==> src/rtl/alu_pkg.sv <==
// Shared definitions for the alu_arbiter block: opcode encoding, FSM state encoding and default datapath width.
package alu_pkg;

  localparam int ALU_WIDTH = 32;

  typedef enum logic [2:0] {
    OP_ADD = 3'b000,
    OP_MUL = 3'b001,
    OP_SUB = 3'b010,
    OP_DIV = 3'b011,
    OP_SHR = 3'b100,
    OP_SHL = 3'b101,
    OP_NOR = 3'b110,
    OP_XOR = 3'b111
  } alu_op_e;

  typedef logic [1:0] alu_state_t;

  localparam alu_state_t ST_IDLE = 2'd0;
  localparam alu_state_t ST_EXEC = 2'd1;
  localparam alu_state_t ST_RESP = 2'd2;

endpackage

==> src/rtl/alu_arbiter_if.sv <==
// Request/response bundle for alu_arbiter: two requesters and one result consumer.
// resp_err exists only when ALU_ARBITER_DIV0_ERR_EN is defined.
interface alu_arbiter_if #(
  parameter int WIDTH = alu_pkg::ALU_WIDTH
);

  logic             req0_valid;
  logic             req0_ready;
  logic [2:0]       req0_opcode;
  logic [WIDTH-1:0] req0_a;
  logic [WIDTH-1:0] req0_b;

  logic             req1_valid;
  logic             req1_ready;
  logic [2:0]       req1_opcode;
  logic [WIDTH-1:0] req1_a;
  logic [WIDTH-1:0] req1_b;

  logic             resp_valid;
  logic             resp_ready;
  logic             resp_id;
  logic [WIDTH-1:0] resp_result;
`ifdef ALU_ARBITER_DIV0_ERR_EN
  logic             resp_err;
`endif

  modport master (
    output req0_valid, req0_opcode, req0_a, req0_b,
    output req1_valid, req1_opcode, req1_a, req1_b,
    output resp_ready,
    input  req0_ready, req1_ready,
`ifdef ALU_ARBITER_DIV0_ERR_EN
    input  resp_err,
`endif
    input  resp_valid, resp_id, resp_result
  );

  modport slave (
    input  req0_valid, req0_opcode, req0_a, req0_b,
    input  req1_valid, req1_opcode, req1_a, req1_b,
    input  resp_ready,
    output req0_ready, req1_ready,
`ifdef ALU_ARBITER_DIV0_ERR_EN
    output resp_err,
`endif
    output resp_valid, resp_id, resp_result
  );

endinterface

==> src/rtl/alu_core.sv <==
// Purely combinational ALU: decodes a 3-bit opcode over two unsigned WIDTH-bit operands.
module alu_core
  import alu_pkg::*;
#(
  parameter int WIDTH = ALU_WIDTH
) (
  input  logic [2:0]       i_opcode,
  input  logic [WIDTH-1:0] i_a,
  input  logic [WIDTH-1:0] i_b,
  output logic [WIDTH-1:0] o_result
);

  typedef logic [WIDTH-1:0] word_t;

  localparam word_t WIDTH_W = word_t'(WIDTH);
  localparam word_t ZERO_W  = {WIDTH{1'b0}};
  localparam word_t ONES_W  = {WIDTH{1'b1}};

  // Opcode decode; shift amounts compare the full B value so large shifts saturate to zero.
  always_comb begin
    o_result = ZERO_W;
    case (i_opcode)
      OP_ADD: o_result = i_a + i_b;
      OP_MUL: o_result = i_a * i_b;
      OP_SUB: o_result = i_a - i_b;
      OP_DIV: begin
        if (i_b == ZERO_W) begin
          o_result = ONES_W;
        end else begin
          o_result = i_a / i_b;
        end
      end
      OP_SHR: begin
        if (i_b >= WIDTH_W) begin
          o_result = ZERO_W;
        end else begin
          o_result = i_a >> i_b;
        end
      end
      OP_SHL: begin
        if (i_b >= WIDTH_W) begin
          o_result = ZERO_W;
        end else begin
          o_result = i_a << i_b;
        end
      end
      OP_NOR:  o_result = ~(i_a | i_b);
      OP_XOR:  o_result = i_a ^ i_b;
      default: o_result = ZERO_W;
    endcase
  end

endmodule

==> src/rtl/alu_arbiter.sv <==
// Two-requester round-robin front end for a shared ALU with a registered, back-pressured response.
// Optional feature macro: ALU_ARBITER_DIV0_ERR_EN adds resp_err (DIV by zero flag).
module alu_arbiter
  import alu_pkg::*;
#(
  parameter int WIDTH = ALU_WIDTH
) (
  input  logic         clk,
  input  logic         rst_n,
  alu_arbiter_if.slave bus
);

  logic [1:0]       r_state;
  logic             r_last;
  logic             r_id;
  logic [2:0]       r_op;
  logic [WIDTH-1:0] r_a;
  logic [WIDTH-1:0] r_b;
  logic             r_resp_valid;
  logic             r_resp_id;
  logic [WIDTH-1:0] r_resp_result;

  logic             w_idle;
  logic             w_grant0;
  logic             w_grant1;
  logic             w_hs;
  logic [WIDTH-1:0] w_alu_result;

`ifdef ALU_ARBITER_DIV0_ERR_EN
  logic r_resp_err;
  logic w_div0;
`endif

  // Grant generation: r_last high means requester 1 was served last, so requester 0 wins a tie.
  always_comb begin
    w_idle   = rst_n && (r_state == ST_IDLE);
    w_grant0 = 1'b0;
    w_grant1 = 1'b0;
    if (w_idle) begin
      if (bus.req0_valid && bus.req1_valid) begin
        w_grant0 = r_last;
        w_grant1 = ~r_last;
      end else begin
        w_grant0 = bus.req0_valid;
        w_grant1 = bus.req1_valid;
      end
    end else begin
      w_grant0 = 1'b0;
      w_grant1 = 1'b0;
    end
    w_hs = w_grant0 | w_grant1;
  end

  // Capture the winning request and advance the round-robin pointer on handshake.
  always_ff @(posedge clk or negedge rst_n) begin
    if (!rst_n) begin
      r_op   <= 3'b000;
      r_a    <= {WIDTH{1'b0}};
      r_b    <= {WIDTH{1'b0}};
      r_id   <= 1'b0;
      r_last <= 1'b1;
    end else if (w_hs) begin
      r_id   <= w_grant1;
      r_last <= w_grant1;
      if (w_grant1) begin
        r_op <= bus.req1_opcode;
        r_a  <= bus.req1_a;
        r_b  <= bus.req1_b;
      end else begin
        r_op <= bus.req0_opcode;
        r_a  <= bus.req0_a;
        r_b  <= bus.req0_b;
      end
    end
  end

  alu_core #(
    .WIDTH(WIDTH)
  ) u_alu_core (
    .i_opcode(r_op),
    .i_a     (r_a),
    .i_b     (r_b),
    .o_result(w_alu_result)
  );

`ifdef ALU_ARBITER_DIV0_ERR_EN
  assign w_div0 = (r_op == OP_DIV) && (r_b == {WIDTH{1'b0}});
`endif

  // Sequencer and response register: result is captured at the end of EXEC and held until accepted.
  always_ff @(posedge clk or negedge rst_n) begin
    if (!rst_n) begin
      r_state       <= ST_IDLE;
      r_resp_valid  <= 1'b0;
      r_resp_id     <= 1'b0;
      r_resp_result <= {WIDTH{1'b0}};
`ifdef ALU_ARBITER_DIV0_ERR_EN
      r_resp_err    <= 1'b0;
`endif
    end else begin
      case (r_state)
        ST_IDLE: begin
          if (w_hs) begin
            r_state <= ST_EXEC;
          end
        end
        ST_EXEC: begin
          r_state       <= ST_RESP;
          r_resp_valid  <= 1'b1;
          r_resp_id     <= r_id;
          r_resp_result <= w_alu_result;
`ifdef ALU_ARBITER_DIV0_ERR_EN
          r_resp_err    <= w_div0;
`endif
        end
        ST_RESP: begin
          if (bus.resp_ready) begin
            r_state      <= ST_IDLE;
            r_resp_valid <= 1'b0;
          end
        end
        default: begin
          r_state      <= ST_IDLE;
          r_resp_valid <= 1'b0;
        end
      endcase
    end
  end

  assign bus.req0_ready  = w_grant0;
  assign bus.req1_ready  = w_grant1;
  assign bus.resp_valid  = r_resp_valid;
  assign bus.resp_id     = r_resp_id;
  assign bus.resp_result = r_resp_result;
`ifdef ALU_ARBITER_DIV0_ERR_EN
  assign bus.resp_err    = r_resp_err;
`endif

endmodule

==> src/flat_wrapper.sv <==
// flat-port wrapper written by rule: the top's interface ports become plain ports
module alu_arbiter_flat import alu_pkg::*;
#(
  parameter int WIDTH = ALU_WIDTH
)
  (clk, rst_n, bus_req0_valid, bus_req0_opcode, bus_req0_a, bus_req0_b, bus_req1_valid, bus_req1_opcode, bus_req1_a, bus_req1_b, bus_resp_ready, bus_req0_ready, bus_req1_ready, bus_resp_valid, bus_resp_id, bus_resp_result);
  alu_arbiter_if #(.WIDTH(WIDTH)) bus_i ();
  input  logic clk;
  input  logic rst_n;
  input wire logic [$bits(bus_i.req0_valid)-1:0] bus_req0_valid;
  input wire logic [$bits(bus_i.req0_opcode)-1:0] bus_req0_opcode;
  input wire logic [$bits(bus_i.req0_a)-1:0] bus_req0_a;
  input wire logic [$bits(bus_i.req0_b)-1:0] bus_req0_b;
  input wire logic [$bits(bus_i.req1_valid)-1:0] bus_req1_valid;
  input wire logic [$bits(bus_i.req1_opcode)-1:0] bus_req1_opcode;
  input wire logic [$bits(bus_i.req1_a)-1:0] bus_req1_a;
  input wire logic [$bits(bus_i.req1_b)-1:0] bus_req1_b;
  input wire logic [$bits(bus_i.resp_ready)-1:0] bus_resp_ready;
  output wire logic [$bits(bus_i.req0_ready)-1:0] bus_req0_ready;
  output wire logic [$bits(bus_i.req1_ready)-1:0] bus_req1_ready;
  output wire logic [$bits(bus_i.resp_valid)-1:0] bus_resp_valid;
  output wire logic [$bits(bus_i.resp_id)-1:0] bus_resp_id;
  output wire logic [$bits(bus_i.resp_result)-1:0] bus_resp_result;
  assign bus_i.req0_valid = bus_req0_valid;
  assign bus_i.req0_opcode = bus_req0_opcode;
  assign bus_i.req0_a = bus_req0_a;
  assign bus_i.req0_b = bus_req0_b;
  assign bus_i.req1_valid = bus_req1_valid;
  assign bus_i.req1_opcode = bus_req1_opcode;
  assign bus_i.req1_a = bus_req1_a;
  assign bus_i.req1_b = bus_req1_b;
  assign bus_i.resp_ready = bus_resp_ready;
  assign bus_req0_ready = bus_i.req0_ready;
  assign bus_req1_ready = bus_i.req1_ready;
  assign bus_resp_valid = bus_i.resp_valid;
  assign bus_resp_id = bus_i.resp_id;
  assign bus_resp_result = bus_i.resp_result;
  alu_arbiter #(.WIDTH(WIDTH)) u_core (.clk(clk), .rst_n(rst_n), .bus(bus_i));
endmodule
==> config.mk <==
export PLATFORM = sky130hd
export DESIGN_NAME = alu_arbiter_flat
export DESIGN_NICKNAME = d
export VERILOG_FILES = /design/src/rtl/alu_pkg.sv /design/src/rtl/alu_arbiter_if.sv /design/src/rtl/alu_core.sv /design/src/rtl/alu_arbiter.sv /design/src/flat_wrapper.sv
export SDC_FILE = /design/constraint.sdc
export NUM_CORES = 2
export LEC_CHECK = 0
export BUFFER_PORTS_ARGS = -buffer_cell sky130_fd_sc_hd__buf_2
export CORE_MARGIN = 2
export CORE_UTILIZATION = 35
export DETAILED_ROUTE_END_ITERATION = 10
export PLACE_DENSITY = 0.54
export REMOVE_ABC_BUFFERS = 1
export SETUP_SLACK_MARGIN = 0.05
export SYNTH_ARGS = -nofsm -noshare
export SYNTH_HDL_FRONTEND = slang
export SYNTH_SLANG_ARGS = --single-unit
export TNS_END_PERCENT = 100
==> constraint.sdc <==
create_clock -name clk -period 94.9 [get_ports clk]
set_clock_uncertainty 0.2 [all_clocks]
set_input_delay 14.235 -clock clk [delete_from_list [all_inputs] [get_ports clk]]
set_output_delay 14.235 -clock clk [all_outputs]
set_load 0.1 [all_outputs]
==> metrics.txt <==
run status=complete, but fails checks; failing checks=capacitance limit, slew limit; die area=0.160 mm2; most used cell, CP=ha_1; GR Util met1=43.5%; post-route ant nets=0; Req. time, crit path=95.03 ns; TritonCTS clock tree=built; CTS Buf Count=9; cell count of the worst hold path=2; Crit. End Element=register; Post-Syn Area=0.0548 mm2; CP Launch Type=register; maximum fanout along the worst path=33; GP Congestion=1.06; sequential area share after synthesis=4.80%; layout cells sized above 1=7.39%; Synth Flop Type=dfrtp_1; clock input transition at the sequential cells of the worst setup and hold paths=0.12 ns; clk_lat worst skew=0.43 ns; crit-path leading delay family=compound AO/OA/AOI/OAI gates; cts repair resizes=0; synthesized instance count=7596; final cell count without fillers=9659; number of enable flip-flop cells after synthesis=0; Layout area overhead=6.95%; Stages on worst setup path=293; post-synth cell types=94; Final Hold Fails=0; kind of critical path=reg -> reg; Post-CTS Setup Bufs=0; M2 GR Usage=51.5%; critical path arrival=88.00 ns; finished layout cell area=0.0586 mm2; initial core utilization=35.2%; GRT met3 Usage=7.17%; RSZ-0062 raised after global routing=no; Overflow after GRT=0; Bufs and invs on worst path=13; Root Buffer=clkbuf_16; initial antenna violation count=27; leading area contributor after synthesis=ha_1; GR peak layer=met2; standard-cell row count=145; Boundary Pins=175; vias=59100; vias in the first global route=57500; Crit path largest cell delay=1.00 ns; Critical-path top delay cell=nand2b_1; Die X=400 um; Avg Inst Size Synth=7.22 um2; DR WL/cell=27.9 um; cell area after placement=0.0583 mm2; post-synth top area share=16.8%; R2R Setup Slk=7.03 ns; final worst path period share=92.6%; Detailed Place HPWL=209000 um; setup TNS=0 ns; Post-route DRC=0; H-tree levels=3; First-pass DRT Iterations=9; hold_buf cts=0; final setup vio count=0; Hold Path Class=reg -> reg; chip height=400 um; max cap viols=1; port bufs=174; DRT iter0 DRCs=6714; async set-reset flop share out of synthesis=100%; Max Root-Sink Buffers=2; reg2reg path depth=293; fill cell count=16600; Worst Max-Slew Pin Slew=1.52 ns; core area=0.156 mm2; Final Max Slew Viols=4; nets=8872; Yosys warnings=0; CTS Sinks=105; Rel. slew slack=-1.91%; largest net degree at the start of global routing=116; Yosys reg bits=105; synth top area cells=ha_1 (17%), fa_1 (15%), nand2_1 (6.9%); WL final=270000 um; fmax=11.4 MHz; global-route wire length before repair=391000 um; vias per inst=6.12; DP Cell Count=9637; final worst path period need=87.87 ns; gr usage total=33.1%
-- cell families (layout without fill, tap and decap cells) --
| family | after synthesis | after routing | share of synthesized area (%) |
|---|---|---|---|
| other | 0 | 6 | 0 |
| XOR/XNOR | 478 | 478 | 7.64 |
| AND/OR/NAND/NOR | 2667 | 2667 | 21.8 |
| buffers and inverters | 1079 | 1078 | 7.52 |
| multiplexers | 143 | 143 | 2.91 |
| adder cells (fa/ha/maj) | 1143 | 1143 | 31.7 |
| AO/OA/AOI/OAI | 1981 | 1981 | 23.6 |
| flip-flops | 105 | 105 | 4.80 |
-- area by class of cell --
class / count / area [um2] / share of cell area [%]
clock buffer: 9 / 225 / 0.384
antenna: 6 / 15.0 / 0.0256
inverter: 706 / 2660 / 4.53
multi-input combinational: 6412 / 48200 / 82.1
sequential: 105 / 2640 / 4.50
tap: 2058 / 2570 / 4.39
clock inverter: 7 / 88.8 / 0.152
timing repair buffer: 356 / 2270 / 3.87
-- cells in the final DEF (no fill, tap or decap), types with 38 or more instances in the layout --
| master | count |
|---|---|
| nand2_1 | 1012 |
| ha_1 | 734 |
| mux2i_1 | 79 |
| dfrtp_1 | 99 |
| inv_1 | 685 |
| nor4_1 | 38 |
| and3_1 | 44 |
| nor3_1 | 183 |
| nand3_1 | 126 |
| a21oi_1 | 500 |
| nand2b_1 | 71 |
| a221oi_1 | 47 |
| or3_1 | 69 |
| nor2_1 | 799 |
| xor2_1 | 160 |
| buf_2 | 173 |
| o21a_1 | 133 |
| fa_1 | 409 |
| nor2b_1 | 70 |
| o211ai_1 | 50 |
| and2_1 | 49 |
| a21o_1 | 213 |
| nand4_1 | 60 |
| mux2_2 | 56 |
| o21ai_0 | 380 |
| xnor2_1 | 318 |
| a31oi_1 | 161 |
| a211oi_1 | 78 |
| o31ai_1 | 47 |
| buf_4 | 180 |
-- tightest hold or removal path, stage by stage, from the launching register on --
cell and delay (ns):
dfrtp_1 0.35, nand2_1 0.05, nand2_1 0.05
-- layer usage --
metal | part of all wire [%] | vias up
met3 | 9.7 | 668
li1 | - | 26500
met1 | 42 | 28900
met2 | 43 | 3007
met5 | 0.043 | -
met4 | 5.4 | 20
-- synthesized netlist by cell type (all sizes together) (133+ instances only) --
cell	n
a21o	213
a21oi	501
a31oi	161
clkbuf	277
fa	409
ha	734
inv	698
nand2	1012
nor2	803
nor3	186
o21a	133
o21ai	393
xnor2	318
xor2	160
-- state kept, by name, indices dropped and copies added (netlist names) --
signal,flops
u_core.bus.resp_id,1
u_core.r_last,1
u_core.r_id,1
u_core.r_op,3
u_core.bus.resp_valid,1
u_core.bus.resp_result,32
u_core.r_a,32
u_core.r_state,2
u_core.r_b,32
-- through the flow --
stage	hold slack [ns]	setup slack (ns)	util, %
after floorplan	0.239	14.51	-
after global placement	0.250	9.95	37.4
after detailed placement	0.252	8.83	37.4
after CTS	0.276	8.59	37.6
after global routing	0.294	1.38	37.6
final	0.275	7.03	37.6
-- path summary, 6_finish.rpt --
kind	from	end
min in group asynchronous	rst_n	u_core.bus.resp_result[28]$_DFFE_PN0P_
setup / recovery	u_core.r_b[19]$_DFFE_PN0P_	u_core.bus.resp_result[0]$_DFFE_PN0P_
hold / removal	u_core.r_id$_DFFE_PN0P_	u_core.bus.resp_id$_DFFE_PN0P_
hold reg to reg	u_core.r_id$_DFFE_PN0P_	u_core.bus.resp_id$_DFFE_PN0P_
setup reg to reg	u_core.r_b[19]$_DFFE_PN0P_	u_core.bus.resp_result[0]$_DFFE_PN0P_
max in group asynchronous	rst_n	u_core.bus.resp_result[11]$_DFFE_PN0P_
Power is left out: the tool's default activity adds up to more than one toggle a clock period on the data nets, which glitch-free logic cannot reach.
